==> src/rtl/wb_i2c_arbiter.sv <==
// Round-robin lock arbiter sharing one I2C-core wishbone slave among N_REQ masters.
// A grant is held for a whole multi-byte transaction; a watchdog aborts a silent owner.
module wb_i2c_arbiter #(
   parameter int unsigned N_REQ       = 3,
   parameter int unsigned TIMEOUT_CYC = 65535
) (
   input  logic               i_clk,
   input  logic               i_reset_n,
   input  logic [N_REQ-1:0]   i_req,
   output logic [N_REQ-1:0]   o_gnt,
   input  logic [3*N_REQ-1:0] i_m_adr,
   input  logic [8*N_REQ-1:0] i_m_dat,
   input  logic [N_REQ-1:0]   i_m_we,
   input  logic [N_REQ-1:0]   i_m_stb,
   input  logic [N_REQ-1:0]   i_m_cyc,
   output logic [7:0]         o_m_dat,
   output logic [N_REQ-1:0]   o_m_ack,
   output logic [N_REQ-1:0]   o_m_err,
   output logic [2:0]         o_wbs_adr,
   output logic [7:0]         o_wbs_dat,
   output logic               o_wbs_we,
   output logic               o_wbs_stb,
   output logic               o_wbs_cyc,
   input  logic [7:0]         i_wbs_dat,
   input  logic               i_wbs_ack,
   output logic               o_busy,
   output logic [1:0]         o_owner
);

   typedef enum logic [1:0] {StIdle, StGrant, StRelease, StAbort} state_e;

   localparam logic [15:0] TimeoutVal = 16'(TIMEOUT_CYC);
   localparam logic [1:0]  LastIdx    = 2'(N_REQ - 1);

   state_e           state_q, state_d;
   logic [N_REQ-1:0] gnt_q, gnt_d;
   logic [N_REQ-1:0] block_q, block_d;
   logic [N_REQ-1:0] err_q, err_d;
   logic [1:0]       owner_q, owner_d;
   logic [15:0]      wdog_q, wdog_d;

   logic [N_REQ-1:0] elig;
   logic [1:0]       pick_idx;
   logic [1:0]       cand;
   logic             pick_found;
   logic             own_req, own_cyc, own_stb, own_we;
   logic [2:0]       own_adr;
   logic [7:0]       own_dat;
   logic             fwd;

   // Owner slice, selected by the one-hot grant so non-owners contribute nothing.
   always_comb begin
      own_adr = '0;
      own_dat = '0;
      own_we  = 1'b0;
      own_stb = 1'b0;
      own_cyc = 1'b0;
      own_req = 1'b0;
      for (int k = 0; k < int'(N_REQ); k++) begin
         if (gnt_q[k]) begin
            own_adr = i_m_adr[3*k +: 3];
            own_dat = i_m_dat[8*k +: 8];
            own_we  = i_m_we[k];
            own_stb = i_m_stb[k];
            own_cyc = i_m_cyc[k];
            own_req = i_req[k];
         end
      end
   end

   // Round-robin search starting just after the last owner.
   always_comb begin
      elig       = i_req & ~block_q;
      pick_idx   = owner_q;
      pick_found = 1'b0;
      cand       = '0;
      for (int i = 1; i <= int'(N_REQ); i++) begin
         cand = 2'((int'(owner_q) + i) % int'(N_REQ));
         if (!pick_found && elig[cand]) begin
            pick_found = 1'b1;
            pick_idx   = cand;
         end
      end
   end

   always_comb begin
      o_wbs_adr = '0;
      o_wbs_dat = '0;
      o_wbs_we  = 1'b0;
      o_wbs_stb = 1'b0;
      o_wbs_cyc = 1'b0;
      unique case (state_q)
         StGrant: fwd = 1'b1;
         // An aborting owner may only finish the strobe already on the bus.
         StAbort: fwd = own_stb;
         default: fwd = 1'b0;
      endcase
      if (fwd) begin
         o_wbs_adr = own_adr;
         o_wbs_dat = own_dat;
         o_wbs_we  = own_we;
         o_wbs_stb = own_stb;
         o_wbs_cyc = own_cyc;
      end
      o_m_ack = (fwd && i_wbs_ack) ? gnt_q : '0;
   end

   always_comb begin
      state_d = state_q;
      gnt_d   = gnt_q;
      owner_d = owner_q;
      wdog_d  = wdog_q;
      err_d   = '0;
      block_d = block_q & i_req;
      unique case (state_q)
         StIdle: begin
            if (pick_found) begin
               gnt_d           = '0;
               gnt_d[pick_idx] = 1'b1;
               owner_d         = pick_idx;
               wdog_d          = '0;
               state_d         = StGrant;
            end
         end
         StGrant: begin
            if (!own_req && !own_cyc) begin
               gnt_d   = '0;
               state_d = StRelease;
            end else if (wdog_q == TimeoutVal) begin
               state_d = StAbort;
            end else if (i_wbs_ack) begin
               wdog_d = '0;
            end else if (wdog_q != 16'hFFFF) begin
               wdog_d = wdog_q + 16'd1;
            end
         end
         StRelease: state_d = StIdle;
         StAbort: begin
            if (!own_stb || i_wbs_ack) begin
               err_d   = gnt_q;
               block_d = block_d | gnt_q;
               gnt_d   = '0;
               state_d = StRelease;
            end
         end
         default: state_d = StIdle;
      endcase
   end

   always_ff @(posedge i_clk or negedge i_reset_n) begin
      if (!i_reset_n) begin
         state_q <= StIdle;
         gnt_q   <= '0;
         block_q <= '0;
         err_q   <= '0;
         owner_q <= LastIdx;
         wdog_q  <= '0;
      end else begin
         state_q <= state_d;
         gnt_q   <= gnt_d;
         block_q <= block_d;
         err_q   <= err_d;
         owner_q <= owner_d;
         wdog_q  <= wdog_d;
      end
   end

   assign o_gnt   = gnt_q;
   assign o_m_err = err_q;
   assign o_owner = owner_q;
   assign o_m_dat = i_wbs_dat;
   assign o_busy  = (state_q == StGrant) || (state_q == StAbort);

endmodule

==> config.mk <==
export PLATFORM = sky130hd
export DESIGN_NAME = wb_i2c_arbiter
export DESIGN_NICKNAME = d
export VERILOG_FILES = /design/src/rtl/wb_i2c_arbiter.sv
export SDC_FILE = /design/constraint.sdc
export NUM_CORES = 1
export LEC_CHECK = 0
export ABC_AREA = 1
export CELL_PAD_IN_SITES_DETAIL_PLACEMENT = 0
export CELL_PAD_IN_SITES_GLOBAL_PLACEMENT = 2
export CORE_MARGIN = 3
export CORE_UTILIZATION = 23
export CTS_CLUSTER_SIZE = 40
export DETAILED_ROUTE_END_ITERATION = 8
export PLACE_DENSITY = 0.92
export SYNTH_ARGS = -nofsm -noshare
export SYNTH_HDL_FRONTEND = slang
export SYNTH_SLANG_ARGS = --single-unit
==> constraint.sdc <==
create_clock -name i_clk -period 2.3 [get_ports i_clk]
set_clock_uncertainty 0.15 [all_clocks]
set_input_delay 0.46 -clock i_clk [delete_from_list [all_inputs] [get_ports i_clk]]
set_output_delay 0.46 -clock i_clk [all_outputs]
set_load 0.02 [all_outputs]
==> results <==
-- worst max-delay path, stage by stage (launching register included) --
cell and delay [ns]:
dfrtp_2 0.44, nor2_4 0.13, a22oi_2 0.07, a21boi_2 0.16
nand2_2 0.09, nand2_4 0.10, buf_6 0.12, o21ai_1 0.06
nor2_1 0.10, buf_4 0.15
-- how the worst min path moves through the flow --
stage | startpoint | endpoint | slack [ns] | cells after the start
after floorplan | i_reset_n | block_q[0]$_DFF_PN0_ | 0.01 | 0
after global placement | block_q[1]$_DFF_PN0_ | block_q[1]$_DFF_PN0_ | 0.32 | 2
after detailed placement | block_q[1]$_DFF_PN0_ | block_q[1]$_DFF_PN0_ | 0.32 | 2
after CTS | block_q[1]$_DFF_PN0_ | block_q[1]$_DFF_PN0_ | 0.34 | 2
after global routing | wdog_q[5]$_DFFE_PN0P_ | wdog_q[5]$_DFFE_PN0P_ | 0.38 | 2
final | block_q[1]$_DFF_PN0_ | block_q[1]$_DFF_PN0_ | 0.33 | 2
-- cell usage in the layout (no fill, tap or decap), drive strengths merged --
master	count
clkdlybuf4s50	53
a22oi	1
nor3	14
dfstp	1
o211ai	1
xor2	4
dfrtp	28
dlygate4sd2	3
buf	52
nand4	5
o21ai	26
o31ai	1
a221oi	12
nand3	33
inv	42
nor2	35
clkinv	2
nand2	89
or2	2
clkbuf	8
a21oi	3
a21boi	1
xnor2	2
ha	5
o21bai	1
nor3b	1
o21a	1
-- routing by layer --
layer  GRT usage  vias to the layer above  wire (um)
met4      0.0281                        0         33
met5           0                        -          0
met3      0.0340                        4        413
met2       0.217                       77       3300
li1            -                     1262          -
met1       0.152                     1112       3230
-- registers in the layout, indices dropped and copies added (netlist names) --
name,flops
o_owner,2
o_m_err,3
o_gnt,3
wdog_q,16
state_q,2
block_q,3
-- layout make-up --
class                      count  area, um^2
multi-input combinational    237        1340
sequential                    29         728
timing repair buffer         109         968
clock inverter                 1        5.00
inverter                      43         171
fill                        1002        5950
tap                          129         161
clock buffer                   7        96.3
-- cells by family after synthesis --
| logic type | share of synthesized area |
|---|---|
| flops | 0.321 |
| fa+ha+maj | 0.0276 |
| xor+xnor | 0.0232 |
| simple gates | 0.362 |
| buf+inv | 0.127 |
| compound gates | 0.139 |
-- power breakdown --
| part | total, mW | switching, mW | internal (mW) | leakage [nW] |
|---|---|---|---|---|
| logic | 2.67 | 1.52 | 1.15 | 1.14 |
| clock network | 0.471 | 0.201 | 0.270 | 0.0542 |
| registers | 0.654 | 0.0528 | 0.601 | 0.392 |
-- synthesized netlist by cell type (all sizes together) --
cell / number
dfrtp: 28
o21bai: 1
or2: 2
clkbuf: 6
xor2: 4
a221oi: 12
nor2: 35
nor3: 14
nand4: 5
o31ai: 1
o21a: 1
nor3b: 1
o21ai: 26
a21boi: 1
nand2: 89
o211ai: 1
buf: 13
a22oi: 1
ha: 5
nand3: 33
inv: 43
a21oi: 3
dfstp: 1
xnor2: 2
-- repair_timing --
action | CTS | global route
setup endpoints to repair | 17 | 29
gates resized for setup | 89 | 31
hold buffers | 0 | 0
pin swaps | 7 | 10
setup buffers | 4 | 3
==> flow_summary.json <==
{
  "status": "complete, but fails checks",
  "violations": "negative setup slack",
  "fin_area_um2": 3470,
  "gp_congestion": 0.809,
  "grtUsageTotal": 0.124,
  "rr_endpoint": "wdog_q[9]$_DFFE_PN0P_",
  "dp_cells": 541,
  "power.density_nw_per_um2": 1100,
  "dp_worst_setup_slack_ns": -0.692,
  "finalHoldViolCount": 0,
  "min_path_type": "flip-flop to flip-flop",
  "io_buffer_count": 73,
  "via_per_inst": 4.42,
  "syn_area_per_cell_um2": 6.90,
  "antenna_left": 0,
  "crit_start": "o_gnt[1]$_DFFE_PN0P_",
  "final_util": 0.368,
  "finalCriticalPeriod_ns": 2.30,
  "hold_ws_ns": 0.335,
  "p_leak_nw": 1.59,
  "die_height_um": 105,
  "synth.area.top_cells": "dfrtp_1 (31%), nand2_1 (14%), nand3_1 (6.6%), inv_1 (5.3%), nor2_1 (5.1%)",
  "r2r_start": "o_owner[1]$_DFFE_PN1P_",
  "drtIter0Drc": 150,
  "setup_ws_ns": -0.000538,
  "cp-end-kind": "primary output",
  "first_global_vias": 2421,
  "area_delta_synth_final_pct": 53.2,
  "drive_gt1_frac": 0.258,
  "post_drt_wl_per_cell_um": 12.6,
  "syn_area_um2": 2260,
  "ff2ff_path_depth": 13,
  "rsz0062_at_grt": "yes",
  "cts_buffers": 5,
  "cts_max_level": 2,
  "synth.top_cell.area_share": 0.310,
  "synth_top_cell_by_area": "dfrtp_1",
  "peakVddDrop_mv": 0.361,
  "regToRegSetupSlack_ns": 0.17,
  "yosysUniqueCellTypes": 37,
  "max_freq_mhz": 435,
  "relSlewSlack": 0.741,
  "setup_tns_ns": -0.000744,
  "dp_hpwl_mm": 5.38,
  "core-area_um2": 9420,
  "cts_tree": "built",
  "cp_max_fo": 5,
  "cts_num_sinks": 29,
  "dr.pass1.iters": 4,
  "arrival_ns": 1.69,
  "vias": 2455,
  "clkSlewWorstSetupHoldPaths_ns": 0.07,
  "placed_area_um2": 3270,
  "ys_warn_count": 0,
  "rows": 35,
  "grt_pass1_wl_mm": 11.4,
  "critPathKind": "flip-flop to primary output",
  "fp.dieW_um": 105,
  "p_total_mw": 3.80,
  "synth_cells": 328,
  "die-area_um2": 11100,
  "start_util": 0.240,
  "n_antenna_cell": 0,
  "cts_root_buffer": "clkbuf_8",
  "grt_overflow": 0,
  "clk_latency_ns": 0.28,
  "synth_fp_nets": 389,
  "antenna_found_initial": 0,
  "wl_mm": 6.98,
  "worst_pin_slew_ns": 0.389,
  "drcViolationCount": 0,
  "crit_end": "o_wbs_adr[2]",
  "grt_max_degree": 30,
  "fin_nets": 486,
  "setup_viol": 2,
  "synth-seq-cells": 29,
  "worstPathRequired_ns": 1.69,
  "ys_seq_area_frac": 0.321,
  "period_share": 1.00,
  "final_cells": 555,
  "clk_path_buf_depth": 2,
  "worstSetupStartpointType": "flip-flop",
  "maxCapViolCount": 0,
  "ioPinCount": 90,
  "drv_slew": 0
}
Note: power is estimated with default switching activity, not from simulation.
